==> src/rtl/pipeline_controller_pkg.sv <==
// Shared pipeline-control types: sequencer states, per-stage enable/flush pair
// and the single NOP control word loaded by every stage flush.
package pipeline_controller_pkg;

  typedef enum logic [2:0] {
    ST_IDLE,
    ST_RUN,
    ST_PAUSED,
    ST_STEP,
    ST_DRAIN,
    ST_HALTED
  } ctrl_state_t;

  typedef struct packed {
    logic en;
    logic flush;
  } stage_ctrl_t;

  localparam logic [1:0] MEM_NO_OP = 2'b00;

  typedef struct packed {
    logic       reg_write;
    logic [1:0] mem_write;
    logic       is_branch;
  } nop_ctrl_t;

  localparam nop_ctrl_t NOP_CTRL = '{reg_write: 1'b0, mem_write: MEM_NO_OP, is_branch: 1'b0};

  localparam stage_ctrl_t STAGE_OFF = '{en: 1'b0, flush: 1'b0};

endpackage

==> src/rtl/pipeline_controller_perf_counter.sv <==
// Free-running wrap-around event counter with synchronous clear (clear beats inc).
module perf_counter #(
  parameter int CNT_W = 32
) (
  input  logic             clk,
  input  logic             rst,
  input  logic             clear_i,
  input  logic             inc_i,
  output logic [CNT_W-1:0] value_o
);

  logic [CNT_W-1:0] value_q;

  always_ff @(posedge clk or negedge rst) begin
    if (!rst) begin
      value_q <= '0;
    end else if (clear_i) begin
      value_q <= '0;
    end else if (inc_i) begin
      value_q <= value_q + CNT_W'(1);
    end
  end

  assign value_o = value_q;

endmodule

==> src/rtl/pipeline_controller.sv <==
// Central run/pause/step/halt sequencer: turns hazard, bubble and branch events
// into same-cycle stage enables and flushes, and keeps the debug counters.
module pipeline_controller #(
  parameter int DRAIN_CYCLES = 4,
  parameter int CNT_W        = 32
) (
  input  logic             clk,
  input  logic             rst,
  input  logic             start,
  input  logic             step_mode,
  input  logic             step_req,
  input  logic             halt_req,
  input  logic             hazard_detected,
  input  logic             insert_bubble,
  input  logic             branch_taken_mem,
  input  logic             wb_valid,
  output logic             pc_en,
  output logic             id_en,
  output logic             ex_en,
  output logic             mem_en,
  output logic             wb_en,
  output logic             id_flush,
  output logic             ex_flush,
  output logic             mem_flush,
  output logic             running,
  output logic             halted,
  output logic [CNT_W-1:0] cycle_count,
  output logic [CNT_W-1:0] instret_count
);

  import pipeline_controller_pkg::*;

  localparam int DW = (DRAIN_CYCLES > 1) ? $clog2(DRAIN_CYCLES) : 1;
  localparam logic [DW-1:0] DRAIN_LAST = DW'(DRAIN_CYCLES - 1);

  ctrl_state_t state_q, state_d;
  logic [DW-1:0] drainCnt_q, drainCnt_d;
  logic stepReq_q;
  logic stepEdge;
  logic pcEn, wbEn;
  stage_ctrl_t idCtrl, exCtrl, memCtrl;

  assign stepEdge = step_req & ~stepReq_q;

  // A flushed stage still loads (en=1) so the NOP actually lands in the register.
  always_comb begin
    pcEn    = 1'b0;
    wbEn    = 1'b0;
    idCtrl  = STAGE_OFF;
    exCtrl  = STAGE_OFF;
    memCtrl = STAGE_OFF;
    case (state_q)
      ST_RUN, ST_STEP: begin
        pcEn = 1'b1; idCtrl.en = 1'b1; exCtrl.en = 1'b1; memCtrl.en = 1'b1; wbEn = 1'b1;
        if (branch_taken_mem) begin
          idCtrl.flush = 1'b1; exCtrl.flush = 1'b1; memCtrl.flush = 1'b1;
        end else if (insert_bubble) begin
          pcEn = 1'b0; idCtrl.en = 1'b0; exCtrl.en = 1'b0; memCtrl.flush = 1'b1;
        end else if (hazard_detected) begin
          pcEn = 1'b0; idCtrl.en = 1'b0; exCtrl.flush = 1'b1;
        end
      end
      ST_DRAIN: begin
        idCtrl = '{en: 1'b1, flush: 1'b1};
        exCtrl.en = 1'b1; memCtrl.en = 1'b1; wbEn = 1'b1;
        if (branch_taken_mem) begin
          exCtrl.flush = 1'b1; memCtrl.flush = 1'b1;
        end else if (insert_bubble) begin
          idCtrl = STAGE_OFF; exCtrl.en = 1'b0; memCtrl.flush = 1'b1;
        end
      end
      default: ;
    endcase
  end

  // Halt is only acted on in RUN/STEP; decode re-presents it once the pipe moves again.
  always_comb begin
    state_d    = state_q;
    drainCnt_d = drainCnt_q;
    if (!start) begin
      state_d = ST_IDLE;
    end else begin
      case (state_q)
        ST_IDLE: state_d = ST_RUN;
        ST_RUN: begin
          if (halt_req) begin
            state_d = ST_DRAIN; drainCnt_d = '0;
          end else if (step_mode) begin
            state_d = ST_PAUSED;
          end
        end
        ST_PAUSED: begin
          if (!step_mode)    state_d = ST_RUN;
          else if (stepEdge) state_d = ST_STEP;
        end
        ST_STEP: begin
          if (halt_req) begin
            state_d = ST_DRAIN; drainCnt_d = '0;
          end else begin
            state_d = ST_PAUSED;
          end
        end
        ST_DRAIN: begin
          if (!insert_bubble) begin
            if (drainCnt_q == DRAIN_LAST) state_d = ST_HALTED;
            else                          drainCnt_d = drainCnt_q + DW'(1);
          end
        end
        default: ;
      endcase
    end
  end

  always_ff @(posedge clk or negedge rst) begin
    if (!rst) begin
      state_q    <= ST_IDLE;
      drainCnt_q <= '0;
      stepReq_q  <= 1'b0;
    end else begin
      state_q    <= state_d;
      drainCnt_q <= drainCnt_d;
      stepReq_q  <= step_req;
    end
  end

  logic cntClear, cycInc, instInc;
  assign cntClear = (state_q == ST_IDLE) && start;
  assign cycInc   = (state_q == ST_RUN) || (state_q == ST_STEP) || (state_q == ST_DRAIN);
  assign instInc  = wb_valid & wbEn;

  perf_counter #(.CNT_W(CNT_W)) uCycleCnt (
    .clk(clk), .rst(rst), .clear_i(cntClear), .inc_i(cycInc), .value_o(cycle_count)
  );

  perf_counter #(.CNT_W(CNT_W)) uInstretCnt (
    .clk(clk), .rst(rst), .clear_i(cntClear), .inc_i(instInc), .value_o(instret_count)
  );

  assign pc_en     = pcEn;
  assign id_en     = idCtrl.en;
  assign ex_en     = exCtrl.en;
  assign mem_en    = memCtrl.en;
  assign wb_en     = wbEn;
  assign id_flush  = idCtrl.flush;
  assign ex_flush  = exCtrl.flush;
  assign mem_flush = memCtrl.flush;
  assign running   = (state_q == ST_RUN) || (state_q == ST_STEP);
  assign halted    = (state_q == ST_HALTED);

endmodule

==> config.mk <==
export PLATFORM = sky130hd
export DESIGN_NAME = pipeline_controller
export DESIGN_NICKNAME = d
export VERILOG_FILES = /design/src/rtl/pipeline_controller_pkg.sv /design/src/rtl/pipeline_controller_perf_counter.sv /design/src/rtl/pipeline_controller.sv
export SDC_FILE = /design/constraint.sdc
export NUM_CORES = 1
export LEC_CHECK = 0
export BUFFER_PORTS_ARGS = -buffer_cell sky130_fd_sc_hd__buf_2
export CAP_MARGIN = 15
export CORE_UTILIZATION = 58
export DETAILED_ROUTE_END_ITERATION = 8
export GPL_ROUTABILITY_DRIVEN = 0
export GPL_TIMING_DRIVEN = 0
export PLACE_DENSITY_LB_ADDON = 0.12
export SYNTH_ARGS = -nofsm -noshare
export SYNTH_HDL_FRONTEND = slang
export SYNTH_SLANG_ARGS = --single-unit
==> constraint.sdc <==
create_clock -name clk -period 3.4 [get_ports clk]
set_input_delay 0.68 -clock clk [delete_from_list [all_inputs] [get_ports clk]]
set_output_delay 0.68 -clock clk [all_outputs]
set_load 0.02 [all_outputs]
Word-level counts from Yosys, hierarchy flattened:

Cells that the tools add are included.

* muxes and demuxes: 35
* equality and inequality tests: 14
* add/subtract/negate cells: 3
* reductions and logical operators: 11
* bitwise operators: 3

Operators by type and width (number)
* $mux W32: 4
* $add A32 B1 Y32 const B: 2
* $mux W3: 8
* $pmux W3 S5: 1
* $mux W1: 13
* $mux W2: 6
* $pmux W2 S2: 3
* $reduce_and A5 Y1: 2
* $ne A4 B4 Y1 const B: 2
* $eq A3 B2 Y1 const B: 2
* $eq A3 B3 Y1 const B: 2
* $ne A3 B3 Y1 const B: 2
* $ne A6 B1 Y1 const B: 1
* $reduce_bool A2 Y1: 3
* $ne A2 B2 Y1 const B: 2
* $eq A3 B1 Y1 const B: 1
* $logic_not A3 Y1: 1
* $reduce_or A3 Y1: 1
* $add A2 B1 Y2 const B: 1
* $and A1 B1 Y1: 2
* $eq A2 B2 Y1 const B: 1
* $logic_or A1 B1 Y1: 2
* $ne A2 B1 Y1 const B: 1
* $reduce_or A2 Y1: 1
* 2 further kinds: 2

* register bits after elaboration: 70
* bits of input ports: 10

Depth between registers and ports, before layout:

Gate-level depths: netlist (run 1).

* depth in word-level cells: 6
* depth in mapped cells: 9
* mapped depth without buffers: 7

Hierarchy:

From an unflattened synthesis (run 1), not the netlist that was laid out.

* cells, all modules: 408
* area total of the unflattened synthesis: 3863.7 sq um

By module, submodules not included
* perf_counter: area each 1680.4 sq um, times used 2, sequential area each 800.8 sq um, cells each 176
* pipeline_controller: area each 503.0 sq um, times used 1, sequential area each 150.1 sq um, cells each 56

Worst setup path before layout (run 1):

Ideal clock, no wire load.

* kind: flip-flop to output port
* start: register state_q[0]
* end: output port wb_en
* stages on the path, launching flop included: 8
* slack: 0.894 ns
* required time: 2.720 ns
* arrival: 1.826 ns
* cells stage by stage: dfrtp_1 > buf_2 > nand2b_1 > buf_6 > clkinv_1 > nor2_1 > inv_1 > buf_4

* longest elaborated chain between the ends: 3

Ends and longest elaborated chain
* start, declared: RTL line pipeline_controller.sv:36 `ctrl_state_t state_q, state_d;`
* start signal, assigned: RTL line pipeline_controller.sv:120 `state_q <= state_d;`
* $eq A3 B1 Y1 (tied with other cells): RTL line pipeline_controller.sv:52 `case (state_q)`
* $reduce_or A3 Y1 (no source line) *
* $mux W1 *: RTL line pipeline_controller.sv:52
* end, declared: RTL line pipeline_controller.sv:21 `output logic wb_en,`

Mark *: on every way between the ends. The rest lies on a longest branch, timed or not.

Worst setup path after layout (run 1):

Same ends and word-level chain as after synthesis.

==> impl_results.md, run 1 <==
* Status: finished clean
* Avg Synthesized Cell Area at 9.11 µm²
* CP max stage delay at 0.39 ns
* Drt total wl at ~9.0 mm
* First-pass GRT wire length at 14.5 mm
* CTS tree: built
* DR vias at 3405
* Yosys top cell area share at 47.1%
* WP data arrival at roughly 2.4 ns
* Largest net degree at the start of global routing at 71
* Pwr dens at 427 nW/µm²
* Post-DP HPWL at 6.32 mm
* CORE AREA at 6060 µm²
* Root buffer cell: clkbuf_8
* Die width at 82.1 µm
* Layout cells sized above 1 at 23.1%
* Most frequent cells in the layout: buf_2 (83), dfrtp_1 (70), nor2_1 (66), nand2_1 (30), xor2_1 (26)
* Total I/O pin count at 84
* Reg clk slew, reported paths at about 0.070 ns
* Worst-Margin Slew at 0.884 ns
* Setup TNS at 0 ns
* Syn_nets at 421
* Synth Flop Type: dfrtp_1
* Yosys top cell by area: dfrtp_1
* Vias in the first global route at 3104
* Slew Limit Fails at 0
* CP Capture Type: output pin
* Post-CTS setup buffers at 0
* Vias per cell at 5.86
* GRT Util Overall at about 29%
* Family with the most delay on the worst path: buffers and inverters
* Crit-path cells: buf_2, nand2b_1, buf_6, clkinv_1, nor2_2, inv_1, buf_4, buf_2
* Cts bufs inserted at 9
* Initial antenna violation count at 0
* Post-layout nets at slightly above 500
* GRT Residual Overflow at 0
* Max-slew headroom at 41.1%
* Crit Path Category: reg2out
* Die H at 82.1 µm
* Placed instance area at between 4000 and 5000 µm²
* Fin Clk Skew at 0.00917 ns
* Final instance area at 4450 µm²
* H-tree Lvls at 3
* Most common cell after layout, fill and taps aside: buf_2
* Synth Cell Area at 3720 µm²
* Max Freq at 0.328 GHz
* Register area share after synthesis at a little under half
* Initial Util at 61.4%
* Layout area overhead at 19.5%
* IO Port Bufs at 83
* Antenna Violating Nets Remaining at 0
* HP Class: in2async
* Period minus WS final at 3.05 ns
* FF+latch count, synth at 70
* Drt pass-1 iters at 6
* Finished Core Util at around three quarters
* Cells after synthesis at 408
* Crit-path max FO at 10
* Clk sinks at 70
* Worst-skew pair later-pin latency at 0.35 ns
* Yosys warning count at 0
* Final Hold Fails at 0
* Post-route clock period utilization at 89.7%
* Slowest CP cell: nor2_2
* Critical Path RT at 2.72 ns
* Largest vdd supply drop at 328 µV
* Area contributors post-synth: dfrtp_1 (47%), nor2_1 (6.8%), xor2_1 (6.1%)
* Multi-input logic area at 1850 µm²
* N_diodes at 0
* WP buf/inv at 6
* # setup viols final at 0
* Async SR Flop Fraction at between 90% and 100%
* Seq. cell area at 1750 µm²
* DRC errors left at 0
* Wire per inst at 15.4 µm
* EDFF count, synth at 0
* RSZ-0062 raised after global routing: false
* # rows at 28
* DRT iter0 DRCs at 227
* CTS max path bufs at 2
* Setup crit start kind: flop
* Die ar. at 6740 µm²
* Fillcell total at 460
* CP most frequent cell: buf_2
* Leakage at 2.09 nW
* Max_cap viols at 0
* Post-synth cell types at 48
[final timing paths]
check,startpoint,to,slack [ns],depth (start not counted)
min reg2reg,drainCnt_q[1],drainCnt_q[1],0.50,1
min,rst,uCycleCnt.value_o[8],0.44,1
max in group asynchronous,rst,uInstretCnt.value_o[13],2.38,1
max reg2reg,state_q[1],uCycleCnt.value_o[26],0.76,7
max,state_q[0],wb_en,0.35,8
min in group clk,step_req,stepReq_q,0.45,1
[synthesized netlist by cell type, types with 2 or more instances]
| library cell | number |
|---|---|
| or4_4 | 2 |
| dfrtp_1 | 70 |
| and3_1 | 8 |
| clkbuf_1 | 7 |
| mux2_2 | 2 |
| buf_1 | 3 |
| and4_1 | 2 |
| ha_1 | 3 |
| nor4_1 | 13 |
| or2_2 | 2 |
| buf_6 | 2 |
| xnor2_1 | 24 |
| xor2_1 | 26 |
| nand3_1 | 24 |
| inv_1 | 13 |
| a21o_1 | 2 |
| or3_1 | 9 |
| nand4_1 | 20 |
| nor2_1 | 67 |
| nand2b_1 | 2 |
| nand2_1 | 30 |
| nor3b_1 | 2 |
| a21oi_1 | 22 |
| or4_1 | 4 |
| o21ai_0 | 11 |
| nor3_1 | 10 |
| nor2b_1 | 3 |
| o31ai_1 | 5 |
[final cells by class]
| class | count | share of cell area (%) |
|---|---|---|
| plain buffers | 14 | 1.63 |
| clock buffers | 12 | 3.72 |
| clock inverters | 3 | 0.957 |
| inverters | 14 | 1.18 |
| multi-input cells | 310 | 41.6 |
| flip-flops and latches | 70 | 39.4 |
| well taps | 75 | 2.11 |
| repair buffers | 83 | 9.40 |
[power breakdown]
part | internal, W | switching [W] | total, W
clock network | 0.000394 | 0.000311 | 0.000705
registers | 0.000861 | 0.0000450 | 0.000906
logic | 0.0000894 | 0.000198 | 0.000287
[cell families after synthesis]
group | synth area share, %
and+or+nand+nor | 27.8
DFF | 47.1
adders and majority gates | 1.01
AOI/OAI and AO/OA | 8.31
muxes | 0.606
xor gates and xnor gates | 11.8
buffers and inverters | 3.36
[what timing repair did]
item	4_1_cts	5_1_grt
hold buffers	0	0
setup endpoints to repair	0	1
gates resized for setup	0	2
[routing by layer]
layer  share of wire, %  GRT usage (%)  routed length [µm]  up-vias
met5                  0              0                   0        -
li1                   -              -                   -     1620
met3                6.4           6.44                 573       10
met4                1.1           8.07                 102        0
met2                 45           44.4                4070      120
met1                 47           40.0                4230     1655
[sequential cells by signal, summed over array words and instances (netlist names)]
signal,count
stepReq_q,1
drainCnt_q,2
uCycleCnt.value_o,32
state_q,3
uInstretCnt.value_o,32
[stage by stage]
| stage | setup WS (ns) | instances | hold WS [ns] | power (W) |
|---|---|---|---|---|
| 2_1_floorplan | 0.894 | 408 | 0.384 | 0.00109 |
| 3_3_place_gp | 0.590 | 566 | 0.480 | 0.00119 |
| 3_5_place_dp | 0.528 | 566 | 0.485 | 0.00120 |
| 4_1_cts | 0.139 | 581 | 0.447 | 0.00190 |
| 5_1_grt | 0.197 | 581 | 0.445 | 0.00197 |
| 6_report | 0.350 | 581 | 0.439 | 0.00190 |
[worst register-to-register path: stages, from the launching register on]
cell,delay [ns]
dfrtp_1,0.37
clkbuf_1,0.21
or3b_1,0.41
clkbuf_1,0.21
a21oi_2,0.48
nand3_1,0.34
or3_1,0.41
a21oi_1,0.14
Power figures use the tool's default switching activity.
==> run 2: changes to the inputs <==
- REMOVE_ABC_BUFFERS: default -> 1
==> run 2 against run 1 <==
Global-route usage down 0.15 points. First-iteration DRC count down 35%. Register-to-register slack better by 0.04 ns. Maximum frequency down 5.6%. Hold slack better by 0.0067 ns. Design area down 1.4%. Largest cell class unchanged. Clock power down 3%. Largest power group unchanged. Sequential power up 0.8%. Clock skew up 0.0013 ns. Highest routed layer unchanged.
==> impl_results.md, run 2 (synthesis results as in run 1) <==
* Wire per inst at 15.4 µm
* Max-slew headroom at 40.6%
* Period minus WS final at 3.23 ns
* Pwr Total at around 0.0019 W
* Vias per cell at 5.83
* Status: finished clean
* Crit Path Category: reg2out
* GRT Util Overall at 28.4%
* # rows at 28
* GRT Residual Overflow at 0
* DRT iter0 DRCs at around 150
* CTS tree: built
* Total I/O pin count at 84
* WP buf/inv at 3
* Largest net degree at the start of global routing at 71
* Setup ws final at 0.169 ns
* Post-CTS setup buffers at 0
* Drt pass-1 iters at 4
* Post-layout nets at 502
* Vias in the first global route at 3040
* Post-route clock period utilization at 95.0%
* Max_cap viols at 0
* CTS max path bufs at 2
* Setup crit start kind: flop
* CORE AREA at 6060 µm²
* Pre-CTS setup slack at 0.367 ns
* Die width at a little over 80 µm
* WP data arrival at 2.55 ns
* Slowest CP cell: dfrtp_1
* Crit-path max FO at 10
* # setup viols final at 0
* IO Port Bufs at 83
* HP Class: in2async
* Most frequent cells in the layout: buf_2 (82), dfrtp_1 (70), nor2_1 (66), nand2_1 (30), xor2_1 (26)
* Worst-Margin Slew at 0.891 ns
* Setup TNS at 0 ns
* Antenna Violating Nets Remaining at 0
* H-tree Lvls at 3
* DRC errors left at 0
* Leakage at 2.06 nW
* Fin Clk Skew at between 0.01 and 0.015 ns
* RSZ-0062 raised after global routing: false
* CP Capture Type: output pin
* Post-DP HPWL at 6.05 mm
* Reg clk slew, reported paths at roughly 0.080 ns
* Slew Limit Fails at 0
* N_diodes at 0
* Initial antenna violation count at 0
* Crit-path cells: nand2b_1, clkinv_1, nor2_2, inv_1, buf_2
* Die ar. at 6740 µm²
* Family with the most delay on the worst path: simple AND/OR/NAND/NOR gates
* Max Freq at 0.309 GHz
* DR vias at 3320
* Cts repair resizes at 1
* Worst-skew pair later-pin latency at between 0.3 and 0.4 ns
* First-pass GRT wire length at 14.4 mm
* Layout area overhead at 17.9%
* Layout cells sized above 1 at 22.9%
* Clk sinks at 70
* Finished Core Util at between 70 and 80%
* Root buffer cell: clkbuf_8
* Most common cell after layout, fill and taps aside: buf_2
* Cts bufs inserted at 9
* Die H at 82.1 µm
* Critical Path RT at 2.72 ns
* Largest vdd supply drop at 299 µV
* Hold-fix buffers, CTS at 0
* Drt total wl at 8.76 mm
* Final Hold Fails at 0
* Initial Util at 61.4%
* Pwr dens at ~430 nW/µm²
* CP max stage delay at approximately 0.51 ns
[run 2: report_power, final]
part	internal [W]	total, W	leakage, nW	switching, W
logic	0.0000833	0.000269	0.990	0.000186
clock network	0.000379	0.000687	0.0996	0.000308
registers	0.000861	0.000913	0.969	0.0000516
total	0.00132	0.00187	2.06	0.000545
[run 2: layer usage]
metal | up-vias | track usage, % | share of wire, %
li1 | 1594 | - | -
met1 | 1613 | 41.4 | 48
met2 | 104 | 42.1 | 46
met3 | 9 | 4.56 | 5.0
met4 | 0 | 11.4 | 1.3
met5 | - | 0 | 0
[run 2: per-stage QoR]
step	hold WS [ns]	cell area, µm²	cells
after floorplan	0.384	3650	394
after global placement	0.480	4160	552
after detailed placement	0.485	4180	553
after CTS	0.467	4380	569
after global routing	0.469	4380	569
final	0.445	4380	569
[run 2: final timing paths]
kind | startpoint | to | slack (ns) | cells past startpoint
max | state_q[2] | wb_en | 0.17 | 5
min in group clk | step_req | stepReq_q | 0.48 | 1
min reg2reg | drainCnt_q[1] | drainCnt_q[1] | 0.50 | 1
max reg2reg | state_q[2] | uInstretCnt.value_o[31] | 0.80 | 6
min | rst | uCycleCnt.value_o[31] | 0.45 | 1
max in group asynchronous | rst | uInstretCnt.value_o[7] | 2.36 | 1
[run 2: area by class of cell]
cell class / count / area, µm²
multi-input combinational: 310 / 1850
sequential: 70 / 1750
timing repair buffer: 84 / 438
clock buffer: 13 / 159
tap: 75 / 93.8
inverter: 14 / 52.6
fill: 489 / 1680
clock inverter: 3 / 42.5
==> run 3: changes to the inputs <==
- CORE_ASPECT_RATIO: default -> 1.5
- GPL_TIMING_DRIVEN: 0 -> default
- SLEW_MARGIN: default -> 20
==> run 3 against run 2 <==
Utilization down 1.0 points. Critical endpoint unchanged. Critical path depth up 1. Maximum frequency increased by 7.0%. Combinational power about the same. Sequential power barely moved. Routed wire length is 2.7% higher. Clock-buffer cell count down 4. Hold slack worse by 0.090 ns. Non-clock buffer count is 4 higher.
==> impl_results.md, run 3 (synthesis results as in run 1) <==
* Status: finished clean
* Worst Setup SP: state_q[2]
* Initial Util at 60.2%
* First-pass GRT wire length at 14.4 mm
* DRC errors left at 0
* Clk sinks at 70
* RR Startpoint: state_q[1]
* Post-route clock period utilization at 88.8%
* H-tree Lvls at 3
* CTS max path bufs at 2
* Drt pass-1 iters at 4
* Post-CTS setup buffers at 0
* Root buffer cell: clkbuf_8
* Crit Path Category: reg2out
* Initial antenna violation count at 0
* Wire per inst at 15.7 µm
* Slew Limit Fails at 0
* Drt total wl at 9.00 mm
* Layout cells sized above 1 at 23.7%
* # rows at 35
* Worst-skew pair later-pin latency at 0.36 ns
* Post-DP HPWL at approximately 6.6 mm
* Period minus WS final at slightly above 3 ns
* Critical Path RT at around 2.7 ns
* Vias per cell at 5.83
* Crit-path max FO at 10
* Inst Count DP at 556
* Leakage at a little over 2 nW
* Max-slew headroom at roughly half
* Final Hold Fails at 0
* Seq. cell area at between 1500 and 2000 µm²
* Multi-input logic area at 1840 µm²
* Most common cell after layout, fill and taps aside: buf_2
* N_diodes at 0
* Setup TNS at 0 ns
* Cts bufs inserted at 9
* Reg clk slew, reported paths at 0.08 ns
* # setup viols final at 0
* IO Port Bufs at 83
* Vias in the first global route at 3152
* RSZ-0062 raised after global routing: false
* Max_cap viols at 0
* GRT Util Overall at around 28%
* Layout area overhead at 18.4%
* CTS tree: built
* Post-layout nets at 506
* CORE AREA at 6170 µm²
* CP Capture Type: output pin
* Die width at 67.4 µm
* HP Class: in2async
* Hold-fix buffers, CTS at 0
* Pwr dens at 424 nW/µm²
* Largest vdd supply drop at 389 µV
* GRT Residual Overflow at 0
* Worst-Margin Slew at 0.743 ns
* WP data arrival at between 2 and 2.5 ns
* Total I/O pin count at 84
* Die ar. at 6740 µm²
* Most frequent cells in the layout: buf_2 (83), dfrtp_1 (70), nor2_1 (67), nand2_1 (30), xor2_1 (26)
* DR vias at 3334
* Max Freq at 0.331 GHz
* Fin Clk Skew at ~0.014 ns
* Pre-CTS setup slack at 0.769 ns
* Largest net degree at the start of global routing at 41
* Antenna Violating Nets Remaining at 0
* Slowest CP cell: dfrtp_1
* DRT iter0 DRCs at 172
* Fillcell total at between 500 and 600
* Final Non-Filler Cells at around 570
* Cts repair resizes at 0
* Setup crit start kind: flop
* Crit-path cells: nand2b_1, buf_4, clkinv_1, nor2_1, inv_1, buf_2
* Setup ws final at 0.380 ns
* Die H at 100 µm
* CP max stage delay at 0.49 ns
-- run 3: cell count changes in the layout (fill, tap and decap cells not counted) --
cell	delta
buf_4	+3
clkbuf_1	-2
clkbuf_8	-2
inv_6	+2
buf_2	+1
clkinv_2	+1
clkinvlp_4	+1
nor2_1	+1
nor2_2	-1
-- run 3: worst paths after layout --
path                       depth (start not counted)  slack [ns]                 endpoint
max                                                6        0.38                    wb_en
min reg2reg                                        1        0.50            drainCnt_q[1]
min in group clk                                   1        0.45                stepReq_q
max reg2reg                                        5        0.98    uCycleCnt.value_o[24]
min                                                2        0.36  uInstretCnt.value_o[12]
max in group asynchronous                          2        2.65    uCycleCnt.value_o[15]
-- run 3: cell type report --
cell class | instances | area share, %
clock inverter | 7 | 1.65
inverter | 14 | 1.19
tap | 74 | 2.10
multi-input combinational | 310 | 41.9
sequential | 70 | 39.8
timing repair buffer | 88 | 10.6
clock buffer | 9 | 2.81
-- run 3: worst max-delay path, delay by kind of cell, from the launching register on --
kind / cells / cell delay (ns)
flip-flops: 1 / 0.49
buffers and inverters: 4 / 0.88
AND/OR/NAND/NOR: 2 / 0.61
-- run 3: per-layer routing --
layer / GRT usage (%) / vias up / share of wire [%]
li1: - / 1595 / -
met1: 31.5 / 1632 / 39
met2: 51.2 / 89 / 55
met3: 6.48 / 18 / 3.9
met4: 10.5 / 0 / 1.8
met5: 0 / - / 0
-- run 3: power breakdown --
group	internal (W)	switching (W)
Combinational	0.0000856	0.000183
Clock	0.000341	0.000345
Sequential	0.000861	0.0000494
Total	0.00129	0.000577
-- run 3: per-stage QoR --
stage	total power (W)	hold slack [ns]	cell area (µm²)	utilization (%)
global placement	0.00119	0.473	4210	68.1
CTS	0.00187	0.366	4400	71.3
detailed placement	0.00119	0.485	4210	68.1
global route	0.00194	0.392	4400	71.3
floorplan	0.00108	0.384	3650	-
finish	0.00186	0.355	4400	71.3
